<file path="src/rtl/led_frame_buffer.sv">
// Double-buffered COLS x ROWS frame store for a column-scanning LED matrix driver.
// The writer fills the back bank. Banks swap only at a scan frame boundary, after a frame has been committed.
module led_frame_buffer #(
    parameter int COLS = 5,
    parameter int ROWS = 7
) (
    input  logic            clock,
    input  logic            rst,
    input  logic            wr_valid,
    output logic            wr_ready,
    input  logic [2:0]      wr_col,
    input  logic [ROWS-1:0] wr_data,
    input  logic            wr_last,
    input  logic [COLS-1:0] scan_col,
    output logic [ROWS-1:0] led_row,
    output logic            frame_pending,
    output logic            err_col
);

    typedef enum logic {FILL, WAIT_SWAP} state_t;

    localparam logic [COLS-1:0] FIRST_COL = {1'b1, {(COLS-1){1'b0}}};
    localparam logic [2:0]      COL_LIMIT = 3'(COLS);

    state_t          state_q, state_d;
    logic            front_sel_q, front_sel_d;
    logic [ROWS-1:0] bank0_q [COLS];
    logic [ROWS-1:0] bank0_d [COLS];
    logic [ROWS-1:0] bank1_q [COLS];
    logic [ROWS-1:0] bank1_d [COLS];
    logic [COLS-1:0] scan_prev_q;
    logic [ROWS-1:0] led_row_q, led_row_d;
    logic            wr_ready_q, wr_ready_d;
    logic            frame_pending_q, frame_pending_d;
    logic            err_col_q, err_col_d;

    logic            wr_fire;
    logic            frame_start;
    logic [ROWS-1:0] sel_row;

    always_comb begin
        state_d     = state_q;
        front_sel_d = front_sel_q;
        bank0_d     = bank0_q;
        bank1_d     = bank1_q;
        err_col_d   = err_col_q;
        sel_row     = '0;

        wr_fire     = wr_valid && wr_ready_q;
        frame_start = (scan_col == FIRST_COL) && (scan_prev_q != FIRST_COL);

        // Row lookup uses the pre-toggle front bank, so a swap edge still shows the old frame.
        for (int i = 0; i < COLS; i++) begin
            if (scan_col[COLS-1-i])
                sel_row = sel_row | (front_sel_q ? bank1_q[i] : bank0_q[i]);
        end
        led_row_d = $onehot(scan_col) ? ~sel_row : '1;

        for (int i = 0; i < COLS; i++) begin
            if (wr_fire && (wr_col == 3'(i))) begin
                if (front_sel_q) bank0_d[i] = wr_data;
                else             bank1_d[i] = wr_data;
            end
        end
        if (wr_fire && (wr_col >= COL_LIMIT))
            err_col_d = 1'b1;

        case (state_q)
            FILL: begin
                if (wr_fire && wr_last)
                    state_d = WAIT_SWAP;
            end
            WAIT_SWAP: begin
                if (frame_start) begin
                    state_d     = FILL;
                    front_sel_d = ~front_sel_q;
                end
            end
            default: state_d = FILL;
        endcase

        wr_ready_d      = (state_d == FILL);
        frame_pending_d = (state_d == WAIT_SWAP);
    end

    always_ff @(posedge clock) begin
        if (rst) begin
            state_q         <= FILL;
            front_sel_q     <= 1'b0;
            scan_prev_q     <= '0;
            led_row_q       <= '1;
            wr_ready_q      <= 1'b1;
            frame_pending_q <= 1'b0;
            err_col_q       <= 1'b0;
            for (int i = 0; i < COLS; i++) begin
                bank0_q[i] <= '0;
                bank1_q[i] <= '0;
            end
        end else begin
            state_q         <= state_d;
            front_sel_q     <= front_sel_d;
            scan_prev_q     <= scan_col;
            led_row_q       <= led_row_d;
            wr_ready_q      <= wr_ready_d;
            frame_pending_q <= frame_pending_d;
            err_col_q       <= err_col_d;
            bank0_q         <= bank0_d;
            bank1_q         <= bank1_d;
        end
    end

    assign wr_ready      = wr_ready_q;
    assign frame_pending = frame_pending_q;
    assign err_col       = err_col_q;
    assign led_row       = led_row_q;

endmodule

</file>
<file path="config.mk">
export PLATFORM = sky130hd
export DESIGN_NAME = led_frame_buffer
export DESIGN_NICKNAME = d
export VERILOG_FILES = /design/src/rtl/led_frame_buffer.sv
export SDC_FILE = /design/constraint.sdc
export NUM_CORES = 1
export LEC_CHECK = 0
export ABC_AREA = 1
export CORE_MARGIN = 5
export CORE_UTILIZATION = 53
export CTS_CLUSTER_SIZE = 16
export DETAILED_ROUTE_END_ITERATION = 16
export PLACE_DENSITY = 0.73
export SLEW_MARGIN = 20
export SYNTH_ARGS = -nofsm -noshare
export SYNTH_HDL_FRONTEND = slang
export SYNTH_SLANG_ARGS = --single-unit
</file>
<file path="constraint.sdc">
create_clock -name clock -period 2.9 [get_ports clock]
set_input_delay 0.58 -clock clock [delete_from_list [all_inputs] [get_ports clock]]
set_output_delay 0.58 -clock clock [all_outputs]
set_load 0.01 [all_outputs]
</file>
# Yosys cells after proc, flatten, opt, wreduce, memory -nomap -nowiden

Cells that the tools add are included.

ROM bits: 0
Output and inout bits: 10
Bits in latches: 0
Memories kept: 0
Word-level logic and storage cells: 72
Input bits: 19
Bits in registers: 86
RAM bits: 0

Shift-type cells: 0
Magnitude comparators: 1
Mux-type cells: 13
Divide/modulo/power cells: 0
Bitwise operators: 9
Reductions and logical operators: 22
$add $sub $neg: 4
Equality and inequality tests: 7
$mul: 0

Operators with widths:

| cell                                                 | count |
|---|---|
| two-way mux 7 bit                                    | 10 |
| bitwise OR 7 bit                                     | 4 |
| AND reduction 2 bit                                  | 11 |
| logical AND 1 bit                                    | 9 |
| inverter 7 bit                                       | 1 |
| equality test 3 x 1 -> 1 bit (second input constant) | 2 |
| equality test 3 x 2 -> 1 bit (second input constant) | 2 |
| equality test 5 bit (second input constant)          | 1 |
| inequality test 5 bit (second input constant)        | 1 |
| adder 1 x 1 -> 2 bit                                 | 2 |
| inverter 1 bit                                       | 4 |
| adder 2 x 2 -> 3 bit                                 | 1 |
| adder 3 x 1 -> 3 bit                                 | 1 |
| equality test 3 bit (second input constant)          | 1 |
| >= comparator 3 bit (second input constant)          | 1 |
| zero test 3 bit                                      | 1 |
| two-way mux 1 bit                                    | 2 |
| one-hot mux 1 bit (2 select lines)                   | 1 |
| OR reduction 2 bit                                   | 1 |

# Depth between registers and ports, before layout

Gate-level depths: netlist of run 1.

Word-level depth: 11
Gate-level depth with buffers: 9

# Least setup slack after synthesis of run 1

Ideal clock, no wire load.

Path type: input port to flip-flop
Start: input scan_col[0]
End: register led_row_q[0], in the netlist led_row[0]
Arrival time: 2762 ps
Cell stages on the path: 9
Path buffers: 1
Data required time: 2751 ps
Setup slack: -11 ps
Cells stage by stage: clkbuf_1 inv_1 fa_1 fa_1 inv_1 ha_1 nor2_1 nor3b_1 nand3_1

Longest elaborated chain between the ends: 6
Elaborated cells on any way between the ends: 8

RTL lines:

| item                                       | line | source |
|---|---|---|
| start: declaration                         | 14   | `input logic [COLS-1:0] scan_col,` |
| adder 1 x 1 -> 2 bit (not written as such) | 57   | `led_row_d = $onehot(scan_col) ? ~sel_row : '1;` |
| adder 2 x 2 -> 3 bit (not written as such) | 57   |  |
| adder 3 x 1 -> 3 bit (not written as such) | 57   |  |
| equality test 3 x 1 -> 1 bit               | 57   |  |
| inverter 1 bit (no source line)            | -    |  |
| OR reduction 2 bit (no source line)        | -    |  |
| end signal: assignment                     | 103  | `led_row_q <= led_row_d;` |
| end: declaration                           | 32   | `logic [ROWS-1:0] led_row_q, led_row_d;` |

Several ways; a longest one is shown, not always the timed one.
A chain may end at the register's enable or synchronous reset.

# Worst setup path in the final report of run 1

Start: input scan_col[3]
End: register led_row_q[6], in the netlist led_row[6]

Longest elaborated chain between the ends: 8
Elaborated cells on any way between the ends: 14

RTL lines:

| item |
|---|
| branches (longest 8 deep; another with adder 2 x 2 -> 3 bit) |

Parallel ways; which one is timed is not known.

==> flow_metrics.py, run 1 <==
metrics = {
    "run_status": {
        "status": "finished, final reports clean",
    },
    "clock_tree": {
        "clock_tree.root_cell": "clkbuf_8",
        "cts_buffers": 9,
        "holdBufCountCts": 0,
        "postCtsSetupBuffers": 0,
        "cts_tree": "done",
        "clock-sinks": 86,
        "cts.path.max_buffers": 2,
        "ctsHtreeMaxLevel": 3,
        "clkLatencyLatePin_ns": 0.36,
        "cts_resized": 0,
        "cts.clk_slew.worst_paths_ns": 0.09,
    },
    "synthesis": {
        "yosys_register_bits": 86,
        "syn_nets": 675,
        "syn_area_per_cell_um2": 6.35,
        "synth_cell_type_count": 22,
        "async_flop_share_pct": 0,
        "synthCells": 652,
        "synth-edff-count": 0,
        "synth_ff_type": "dfxtp_1",
        "synth_seq_area_share_pct": 41.6,
        "yosys_warnings": 0,
        "netlist_area_um2": 4140,
    },
    "floorplanning": {
        "coreArea_um2": 7690,
        "die_x_um": 98.4,
        "num_rows": 32,
        "die_area_um2": 9680,
        "die_y_um": 98.4,
        "ios": 29,
        "initial_core_util_pct": 53.9,
    },
    "routing": {
        "drt_iter0_markers": 312,
        "via_per_inst": 4.84,
        "drt_pre_antenna_iters": 5,
        "wl_per_cell_um": 13.4,
        "drc": 0,
        "vias": 3762,
        "wl_um": 10400,
        "antenna_left": 0,
    },
    "hold_path": {
        "holdPathEnd": "err_col",
        "worst_hold_path_type": "register to register",
        "min_from": "err_col",
        "hold_depth": 2,
    },
    "global_route": {
        "grt_pass1_wl_um": 17500,
        "antenna_found_initial": 0,
        "grt_pass1_vias": 3642,
        "grt_max_degree": 37,
        "grt_overflow_total": 0,
        "grt.total_usage_pct": 22.6,
    },
    "setup_path": {
        "cp_max_fo": 7,
        "critPathRequiredTime_ns": 3.14,
        "critical_path_arrival_ns": 2.88,
        "regToRegEndpoint": "bank1_q[8]",
        "cp-end-kind": "register",
        "rr_worst_depth": 5,
        "startpoint_type": "primary input",
        "criticalPathCategory": "primary input to register",
        "reg2reg_slack_ns": 1.11,
        "r2r-start": "front_sel_q",
    },
    "power_and_ir_drop": {
        "powerDensity_nw_per_um2": 509,
        "cellLeakagePower_nw": 2.44,
        "power_mw": 2.35,
        "vdd_drop_max_v": 0.000213,
    },
    "cells_and_area": {
        "drive_above_1_share_pct": 6.81,
        "final_cells": 777,
        "final_common_cell": "nand2_1",
        "antennaDiodeCount": 0,
        "nNetsFinal": 693,
        "final_cell_mix": "nand2_1 (227), nor2_1 (167), dfxtp_1 (86)",
        "syn_to_final_growth_pct": 11.5,
    },
    "sta": {
        "worstMarginPinSlew_ns": 0.728,
        "maxSlewViolCount": 0,
        "rsz0062_at_grt": "no",
        "setup_viol": 0,
        "hold_ws_ns": 0.500,
        "fmax_ghz": 0.378,
        "hold_viol": 0,
        "maxSlewHeadroom_pct": 51.4,
        "fin_crit_sh_pct": 91.1,
        "finalClockSkew_ns": 0.00778,
        "period_needed_ns": 2.64,
    },
    "place": {
        "dpl.hpwl_um": 7030,
        "dp.cells": 761,
        "place_congestion": 0.896,
        "portBuffers": 28,
    },
    "flow_run": {
        "maxCapViolCount": 0,
    },
}
==> state kept, by name, indices dropped and copies added (netlist names) <==
| signal | cells |
|---|---|
| bank1_q | 35 |
| scan_prev_q | 5 |
| led_row | 7 |
| err_col | 1 |
| bank0_q | 35 |
| frame_pending | 1 |
| front_sel_q | 1 |
| wr_ready | 1 |
==> synthesized netlist by cell type (all sizes together) (2+ instances only) <==
master / count / area share, %
ha: 2 / 0.60
nand3: 21 / 3.7
nor2: 172 / 16
dfxtp: 86 / 42
clkbuf: 9 / 1.1
o21ai: 7 / 0.85
a21oi: 15 / 1.8
fa: 2 / 0.97
buf: 24 / 4.8
nand2: 228 / 21
inv: 83 / 7.5
==> per-layer routing <==
metal,GRT usage (%),vias up,share of wire [%]
met5,0,-,0
met4,11.4,0,3.6
met3,3.68,27,5.9
met2,36.5,116,46
met1,29.2,1684,44
li1,-,1935,-
==> kinds of logic after synthesis <==
group	Yosys count	share of synthesized area (%)
fa+ha+maj	4	1.57
flops	86	41.6
buf+inv	116	13.3
simple gates	423	40.7
compound gates	23	2.87
==> power by group <==
| group | switching (mW) | internal (mW) |
|---|---|---|
| combinational | 0.130 | 0.0736 |
| sequential | 0.0116 | 1.20 |
| clock | 0.421 | 0.511 |
==> worst max-delay path, cell delays in order <==
cell,delay [ns]
clkdlybuf4s50_1,0.52
inv_1,0.11
fa_1,0.46
fa_1,0.36
inv_1,0.07
ha_1,0.22
nor2_1,0.10
nor3b_2,0.17
buf_4,0.18
nand3_1,0.10
==> how the worst max path moves through the flow <==
| stage | start | endpoint | cells past startpoint |
|---|---|---|---|
| finish | scan_col[3] | led_row[6] | 10 |
| global route | scan_col[3] | led_row[0] | 10 |
| CTS | scan_col[3] | led_row[6] | 10 |
| detailed placement | scan_col[3] | led_row[6] | 10 |
| global placement | scan_col[3] | led_row[4] | 10 |
| floorplan | scan_col[0] | led_row[0] | 9 |
==> metrics by stage <==
stage,cell area [µm²],setup slack (ns),util [%],setup TNS [ns]
5_1_grt,4620,0.202,60.1,0
4_1_cts,4620,0.271,60.1,0
2_1_floorplan,4150,0.196,-,0
3_3_place_gp,4400,-0.0249,57.3,-0.168
6_report,4620,0.258,60.1,0
3_5_place_dp,4400,-0.0971,57.3,-0.586
==> final cells by class <==
type	count	area, µm²
well taps	102	128
clock inverters	3	67.6
repair buffers	40	370
multi-input cells	450	1870
flip-flops and latches	86	1720
inverters	83	312
fillers	754	3070
clock buffers	13	149
(Power assumes the default switching activity.)
==> run 2: changes to the inputs <==
--- a/config.mk
+++ b/config.mk
@@ -5,12 +5,11 @@
 export SDC_FILE = /design/constraint.sdc
 export NUM_CORES = 1
 export LEC_CHECK = 0
-export ABC_AREA = 1
 export CORE_MARGIN = 5
-export CORE_UTILIZATION = 53
+export CORE_UTILIZATION = 52
 export CTS_CLUSTER_SIZE = 16
 export DETAILED_ROUTE_END_ITERATION = 16
-export PLACE_DENSITY = 0.73
+export PLACE_DENSITY = 0.72
 export SLEW_MARGIN = 20
 export SYNTH_ARGS = -nofsm -noshare
 export SYNTH_HDL_FRONTEND = slang
==> constraint.sdc (replaced) <==
create_clock -name clock -period 2.1 [get_ports clock]
set_input_delay 0.42 -clock clock [delete_from_list [all_inputs] [get_ports clock]]
set_output_delay 0.42 -clock clock [all_outputs]
set_load 0.01 [all_outputs]
==> run 2 against run 1 <==
  * Design area is 0.87% lower
  * Largest power group unchanged
  * Register-to-register slack worse by 0.73 ns
  * Sequential share of layout area is 0.33 points higher
==> flow_metrics.py, run 2 <==
metrics = {
    "routing": {
        "drc": 0,
        "wl_per_cell_um": 18.9,
        "antenna_left": 0,
        "drt_pre_antenna_iters": 6,
        "via_per_inst": 6.02,
        "wl_um": 10800,
        "vias": 3425,
        "drt_iter0_markers": 408,
    },
    "setup_path": {
        "critPathRequiredTime_ns": 2.34,
        "cp-end-kind": "register",
        "criticalPathCategory": "primary input to register",
        "critical_path_arrival_ns": 2.27,
        "startpoint_type": "primary input",
        "cp_max_fo": 7,
    },
    "synthesis": {
        "async_flop_share_pct": 0,
        "yosysTopAreaCellShare_pct": 45.7,
        "synth_area_leaders": "dfxtp_1 (46%), mux2i_1 (7.4%), nand3_1 (7.4%)",
        "yosys_register_bits": 86,
        "syn_nets": 444,
        "yosysTopAreaCell": "dfxtp_1",
        "synth-edff-count": 0,
        "synthCells": 421,
        "synth_ff_type": "dfxtp_1",
        "synth.most_common_cell": "dfxtp_1",
        "netlist_area_um2": 3770,
        "synth_seq_area_share_pct": 45.7,
        "yosys_warnings": 0,
        "synth_cell_type_count": 37,
        "synthTopCellsByCount": "dfxtp_1 (86), nand3_1 (56), a21oi_1 (50)",
        "syn_area_per_cell_um2": 8.96,
    },
    "sta": {
        "maxSlewHeadroom_pct": 68.9,
        "hold_viol": 0,
        "fin_crit_sh_pct": 96.7,
        "period_needed_ns": 2.03,
        "maxSlewViolCount": 0,
        "fmax_ghz": 0.492,
        "setup_viol": 0,
        "worstMarginPinSlew_ns": 0.467,
        "finalClockSkew_ns": 0.0123,
        "rsz0062_at_grt": "no",
    },
    "cells_and_area": {
        "final_cell_mix": "dfxtp_1 (86), nand3_1 (56), a21oi_1 (50)",
        "final_common_cell": "dfxtp_1",
        "drive_above_1_share_pct": 15.3,
        "syn_to_final_growth_pct": 21.5,
        "antennaDiodeCount": 0,
        "final_cells": 569,
        "nNetsFinal": 488,
    },
    "floorplanning": {
        "coreArea_um2": 7180,
        "die_area_um2": 9060,
        "num_rows": 31,
        "ios": 29,
        "initial_core_util_pct": 52.6,
        "die_x_um": 95.2,
        "die_y_um": 95.2,
    },
    "global_route": {
        "grt_use_met1_pct": 34.8,
        "grt_max_degree": 35,
        "grt_util_met2_pct": 39.0,
        "gr-max-usage-layer": "met2",
        "grt.total_usage_pct": 25.5,
        "grt_pass1_vias": 3366,
        "grt_pass1_wl_um": 17500,
        "grt_overflow_total": 0,
        "gr-usage-met3_pct": 6.47,
        "antenna_found_initial": 0,
    },
    "clock_tree": {
        "clock_tree.root_cell": "clkbuf_8",
        "ctsHtreeMaxLevel": 3,
        "holdBufCountCts": 0,
        "clock-sinks": 86,
        "cts_buffers": 9,
        "clkLatencyLatePin_ns": 0.36,
        "cts.path.max_buffers": 2,
        "cts_tree": "done",
        "cts.clk_slew.worst_paths_ns": 0.08,
    },
    "place": {
        "dp.cells": 553,
        "dpl.hpwl_um": 7230,
        "place_congestion": 0.830,
        "portBuffers": 28,
    },
    "power_and_ir_drop": {
        "cellLeakagePower_nw": 1.72,
        "powerDensity_nw_per_um2": 699,
        "vdd_drop_max_v": 0.000432,
        "power_mw": 3.20,
    },
    "flow_run": {
        "maxCapViolCount": 0,
    },
    "run_status": {
        "status": "finished, final reports clean",
    },
    "hold_path": {
        "worst_hold_path_type": "primary input to register",
    },
}
-- run 2: cell count changes in the layout (fill, tap and decap cells not counted), moves of 4 or more --
| cell | change |
|---|---|
| nand3_1 | +45 |
| a22oi_1 | +28 |
| clkdlybuf4s50_1 | -4 |
| nand4_1 | +7 |
| buf_4 | +26 |
| nor2_1 | -161 |
| nand3_2 | -10 |
| mux2i_1 | +28 |
| nor2_2 | -5 |
| nand2_1 | -219 |
| inv_1 | -75 |
| a21oi_1 | +35 |
| nand2b_1 | +36 |
| o21ai_0 | +33 |
-- run 2: final cells by class --
class	instances	area, µm²
Fill cell	614	2590
Multi-Input combinational cell	291	1900
Sequential cell	86	1720
Timing Repair Buffer	68	584
Clock buffer	11	151
Tap cell	99	124
Clock inverter	5	57.6
Inverter	9	38.8
-- run 2: what timing repair did --
action / 4_1_cts / 5_1_grt
pin swaps: 2 / 2
setup endpoints to repair: 7 / 7
resized for setup: 5 / 2
buffers inserted: 0 / 0
-- run 2: worst paths after layout --
path | slack [ns] | end | start | cells after the start
setup / recovery | 0.07 | led_row[2] | scan_col[0] | 9
hold / removal | 0.42 | scan_prev_q[1] | scan_col[1] | 4
setup reg to reg | 0.38 | bank0_q[31] | front_sel_q | 4
hold reg to reg | 0.45 | err_col | err_col | 2
-- run 2: power by group --
part / switching [mW] / leakage (nW) / internal (mW)
sequential: 0.0143 / 0.696 / 1.65
clock: 0.582 / 0.109 / 0.615
combinational: 0.198 / 0.917 / 0.140
total: 0.794 / 1.72 / 2.41
-- run 2: through the flow --
| step | util (%) | setup WS (ns) | cell area, µm² | TNS [ns] | hold slack, ns |
|---|---|---|---|---|---|
| floorplan | - | -0.107 | 3850 | -0.731 | 0.449 |
| detailed placement | 61.0 | -0.645 | 4380 | -4.46 | 0.445 |
| finish | 63.8 | 0.0690 | 4580 | 0 | 0.423 |
| global placement | 61.0 | -0.602 | 4380 | -4.20 | 0.440 |
| CTS | 63.9 | 0.000839 | 4580 | 0 | 0.457 |
| global route | 63.8 | 0.00586 | 4580 | 0 | 0.425 |
-- run 2: kinds of logic (layout without fill, tap and decap cells) --
kind of cell	Yosys count	in the layout	synth area share, %
AOI/OAI and AO/OA	123	123	18.4
and+or+nand+nor	135	135	21.8
DFF	86	86	45.7
adders and majority gates	4	4	1.73
muxes	29	29	7.73
buffers and inverters	44	93	4.68
-- run 2: layer usage --
| layer | routed length (µm) | up-vias |
|---|---|---|
| met5 | 0 | - |
| met4 | 242 | 0 |
| met3 | 875 | 23 |
| met2 | 4960 | 169 |
| met1 | 4670 | 1629 |
| li1 | - | 1604 |
-- run 2: worst max-delay path: stages --
cell and delay, ns:
dlygate4sd2_1 0.25, inv_2 0.07, fa_1 0.43, fa_2 0.35, inv_2 0.08, ha_4 0.20, nor4_4 0.21, buf_6 0.17
nand3_1 0.07
==> variant 1: new RTL, flow settings as in run 1 <==
Make the reset (`rst`) asynchronous in one clocked block.
--- a/src/rtl/led_frame_buffer.sv
+++ b/src/rtl/led_frame_buffer.sv
@@ -85,3 +85,3 @@
 
-    always_ff @(posedge clock) begin
+    always_ff @(posedge clock or posedge rst) begin
         if (rst) begin
Formal check against the unedited RTL: differs if rst is asserted again (counterexample within 4 cycles, from zero or initial values and one cycle with rst high); with rst held inactive, the same outputs for 4 cycles.
==> variant 1 against run 1 <==
- non-clock buffer count up 9
- global-route usage rose by 0.86 points
- clock skew rose by 3.9 ps
- sequential cell count is the same
- setup slack better by 97 ps
- sequential share of layout area up 7.6 points
- utilization up 2.6 points
- cell area increased by 4.4%
- synthesized cell count shrank 21%
- wire length up 5.3%
- synthesized area increased by 0.48%
- largest cell class is now sequential cells
Power is not compared: it rests on default switching activity, and its combinational part moved more than twofold at a synthesized area within 25%.
==> variant 1: results (changes against run 1) <==
<table>
<tr><th>Metric</th><th>Value</th></tr>
<tr><th colspan="2">Critical path</th></tr>
<tr><td>Endpoint of the worst register-to-register path</td><td>bank1_q[27]$_DFFE_PP0P_</td></tr>
<tr><td>Path depth of the worst reg2reg path</td><td>4 (-1)</td></tr>
<tr><td>Capturing instance or port of the critical path</td><td>led_row[5]$_DFF_PP1_</td></tr>
<tr><td>Data arrival at the endpoint of the critical path</td><td>2820 ps (-60 ps)</td></tr>
<tr><td>Critical-path cell with the highest stage delay</td><td>fa_1</td></tr>
<tr><td>Worst setup path startpoint</td><td>scan_col[0]</td></tr>
<tr><td>R2r setup slk</td><td>980 ps (-130 ps)</td></tr>
<tr><th colspan="2">Placement</th></tr>
<tr><td>Post-Place Cells</td><td>630 (-17%)</td></tr>
<tr><td>Pre-CTS WS</td><td>-4.36 ps (+92.7 ps)</td></tr>
<tr><td>Dpl hpwl</td><td>7.23 mm (+2.7%)</td></tr>
<tr><th colspan="2">Logic synthesis</th></tr>
<tr><td>Cell types with the largest area share after synthesis</td><td>dfrtp_1 47%, nand2_1 22%, nand4_1 11%, dfstp_2 5.0%, buf_2 2.3%</td></tr>
<tr><td>Proportion of synthesized chip area in sequential cells</td><td>51.9% (+10 points)</td></tr>
<tr><td>Async set-reset flop share out of synthesis</td><td>100% (+100 points)</td></tr>
<tr><th colspan="2">Global route</th></tr>
<tr><td>Global-route total usage across every layer</td><td>23.5% (+0.86 points)</td></tr>
<tr><td>Pin count of the biggest net entering global routing</td><td>49 (+32%)</td></tr>
<tr><td>Wire length of the first global-routing pass</td><td>18.1 mm (+3.5%)</td></tr>
<tr><th colspan="2">Layout</th></tr>
<tr><td>Share of post-route cells with drive strength above 1</td><td>10.5% (+3.7 points)</td></tr>
<tr><td>Final net count</td><td>562 (-19%)</td></tr>
<tr><th colspan="2">Timing</th></tr>
<tr><td>Tmin final</td><td>2550 ps (-96.7 ps)</td></tr>
<tr><td>Actual slew at the worst max-slew pin</td><td>929 ps (+201 ps)</td></tr>
<tr><td>Setup Skew</td><td>11.7 ps (+3.88 ps)</td></tr>
<tr><th colspan="2">Route</th></tr>
<tr><td>Met3 layer wire length in the routed design</td><td>809 um (+32%)</td></tr>
<tr><td>Met2 wire len</td><td>5.33 mm (+10%)</td></tr>
<tr><td>Average via count per standard cell</td><td>5.72 (+18%)</td></tr>
<tr><td>Total detailed-routing wirelength</td><td>11.0 mm (+5.3%)</td></tr>
<tr><td>Wire length the detailed router placed on met1</td><td>4.66 mm (+1.3%)</td></tr>
<tr><th colspan="2">Run status</th></tr>
<tr><td>Result of the run</td><td>complete, no violations</td></tr>
</table>
==> variant 1: changes by cell type in the layout (fill, tap and decap cells not counted), moves of 16 or more <==
cell / change
nand2_1: +16
inv_1: -67
nand4_1: +70
dfrtp_1: +78
nor2_1: -150
dfxtp_1: -86
==> variant 1: cells by family (layout without fill, tap and decap cells) <==
kind of cell	Yosys count	count (layout)	synth area share [%]
compound gates	16	16	2.04
fa+ha+maj	4	4	1.56
buf+inv	52	80	5.71
flops	86	86	51.9
simple gates	358	358	38.7
==> variant 1: cell type report <==
cell class	instances	area (um^2)
multi-input combinational	378	1770
tap	102	128
clock buffer	11	141
clock inverter	5	106
sequential	86	2160
timing repair buffer	49	463
fill	702	2860
inverter	15	57.6
==> variant 1: power breakdown <==
part	total, W	leakage (nW)	internal [W]	switching, W
registers	0.00180	1.10	0.00160	0.000201
logic	0.00122	1.27	0.000428	0.000797
clock network	0.00103	0.120	0.000598	0.000435
total	0.00406	2.50	0.00262	0.00143
==> variant 1: worst min-delay path: cells and delay by family, from the launching register on <==
family        cells  cell delay, ps
simple gates      2             100
flops             1             350
==> variant 1: routing by layer <==
metal	GRT usage, %	vias to the layer above
li1	-	1744
met1	32.3	1785
met2	37.8	152
met3	4.18	15
met4	7.77	0
met5	0	-
==> variant 1: through the flow <==
stage	cell area, um^2	hold slack, ps
2_1_floorplan	4160	442
3_3_place_gp	4580	450
3_5_place_dp	4580	458
4_1_cts	4820	479
5_1_grt	4820	496
6_report	4820	474
==> variant 2: new RTL, settings of run 1 <==
Without the edit above. `ROWS`: 7 -> 14.
--- a/src/rtl/led_frame_buffer.sv
+++ b/src/rtl/led_frame_buffer.sv
@@ -4,3 +4,3 @@
     parameter int COLS = 5,
-    parameter int ROWS = 7
+    parameter int ROWS = 14
 ) (
Interface: changed (resized led_row and wr_data); port bits go from 29 to 43. The function was not compared with the original's and may differ.
==> variant 2 against run 1 <==
- sequential cell count increased by 77
- count of clock-buffer cells in the layout increased by 11
- synthesized area increased by 84%
- cell area increased by 90%
- setup slack got worse by 13 ps
- register-to-register slack improved by 120 ps
- final cell count increased by 87%
- power increased by 110%
- wire length increased by 91%
- via count increased by 85%
- clock power increased to 2.5 times the old value
- synthesized cell count increased by 90%
==> variant 2: results (changes against run 1) <==
<table>
<tr><th>Metric</th><th>Value</th></tr>
<tr><th colspan="2">Power</th></tr>
<tr><td>Worst voltage drop across the vdd grid</td><td>403 uV (+89%)</td></tr>
<tr><td>Sequential fraction of design power</td><td>45.9% (-5.8 points)</td></tr>
<tr><td>Switching power total</td><td>0.00113 W (+100%)</td></tr>
<tr><td>Lkg Pwr</td><td>4.71 nW (+93%)</td></tr>
<tr><th colspan="2">Timing</th></tr>
<tr><td>Setup Skew</td><td>4.17 ps (-3.60 ps)</td></tr>
<tr><td>Worst hold slack after final layout</td><td>472 ps (-27.5 ps)</td></tr>
<tr><td>F_max</td><td>0.377 GHz (-0.50%)</td></tr>
<tr><td>Actual slew at the worst max-slew pin</td><td>542 ps (-186 ps)</td></tr>
<tr><th colspan="2">CTS</th></tr>
<tr><td>Clock Tree Root</td><td>clkbuf_16</td></tr>
<tr><td>Clock latency on the worst-skew pair</td><td>420 ps (+60 ps)</td></tr>
<tr><td>Clock transition at the registers of the reported paths</td><td>60 ps (-30 ps)</td></tr>
<tr><th colspan="2">Logic synthesis</th></tr>
<tr><td>Synth cell count leaders</td><td>452 x nand2_1, 323 x nor2_1, 163 x dfxtp_1</td></tr>
<tr><td>Post-Synthesis Mean Instance Area</td><td>6.13 um^2 (-3.5%)</td></tr>
<tr><td>Cell types with the largest area share after synthesis</td><td>dfxtp_1 43%, nand2_1 22%, nor2_1 16%, inv_1 7.4%, a21oi_1 1.9%</td></tr>
<tr><td>Net count after synthesis</td><td>1,271 (+88%)</td></tr>
<tr><th colspan="2">Placement</th></tr>
<tr><td>Pre-CTS WS</td><td>-174 ps (-76.5 ps)</td></tr>
<tr><td>Instance area at placement</td><td>8130 um^2 (+85%)</td></tr>
<tr><td>Dpl hpwl</td><td>12.2 mm (+73%)</td></tr>
<tr><th colspan="2">Critical path</th></tr>
<tr><td>Crit Path Max Fanout</td><td>10 (+3)</td></tr>
<tr><td>Data arrival at the endpoint of the critical path</td><td>2960 ps (+80 ps)</td></tr>
<tr><th colspan="2">Run status</th></tr>
<tr><td>Result of the run</td><td>complete, no violations</td></tr>
<tr><th colspan="2">Layout</th></tr>
<tr><td>Fillers</td><td>1,339 (+78%)</td></tr>
<tr><td>Share of post-route cells with drive strength above 1</td><td>5.82% (-1.0 points)</td></tr>
<tr><td>Post-route non-filler standard cell count</td><td>1,452 (+87%)</td></tr>
<tr><th colspan="2">Global route</th></tr>
<tr><td>Pin count of the biggest net entering global routing</td><td>61 (+65%)</td></tr>
<tr><td>Global-route total usage across every layer</td><td>25.2% (+2.6 points)</td></tr>
</table>
[variant 2: changes by cell type in the layout (fill, tap and decap cells not counted), moves of 3 or more]
cell                    run 1  this run
nand2_1                   227       452
nor2_1                    167       323
dfxtp_1                    86       163
inv_1                      80       151
clkbuf_16                   0        17
a21oi_1                    15        29
clkdlybuf4s50_1            28        42
buf_4                      12        24
nand3_1                    11        18
o21ai_0                     7        14
clkbuf_8                   10         6
clkinv_2                    0         3
[variant 2: logic make-up after synthesis]
family | Yosys count
AO/OA/AOI/OAI | 44
adder cells (fa/ha/maj) | 4
buffers and inverters | 222
flip-flops | 163
AND/OR/NAND/NOR | 808
[variant 2: worst max-delay path, cell delays in order]
cell and delay (ps):
clkdlybuf4s50_1 490, inv_1 120, fa_1 520, fa_1 380
inv_1 60, ha_1 220, nor2_1 90, nor3b_2 180
buf_4 230, nand3_1 90
[variant 2: final timing paths]
| kind | cells past startpoint | to | from |
|---|---|---|---|
| max | 10 | led_row[0]$_SDFF_PP1_ | scan_col[0] |
| min | 2 | err_col$_SDFFE_PP0P_ | err_col$_SDFFE_PP0P_ |
| max reg2reg | 6 | bank1_q[6]$_SDFFE_PP0P_ | front_sel_q$_SDFFE_PP0P_ |
| min reg2reg | 2 | err_col$_SDFFE_PP0P_ | err_col$_SDFFE_PP0P_ |
[variant 2: area by class of cell]
class | instances | area (um^2) | area share [%]
multi-input combinational | 856 | 3420 | 39.1
clock inverter | 8 | 121 | 1.38
clock buffer | 24 | 512 | 5.84
sequential | 163 | 3260 | 37.2
tap | 180 | 225 | 2.57
inverter | 153 | 577 | 6.58
timing repair buffer | 68 | 641 | 7.31
[variant 2: routing by layer]
layer	track usage, %	share of wire (%)	up-vias
li1	-	-	3635
met1	35.9	48	3057
met2	38.6	42	231
met3	4.50	7.7	28
met4	8.56	2.1	0
met5	0	0	-
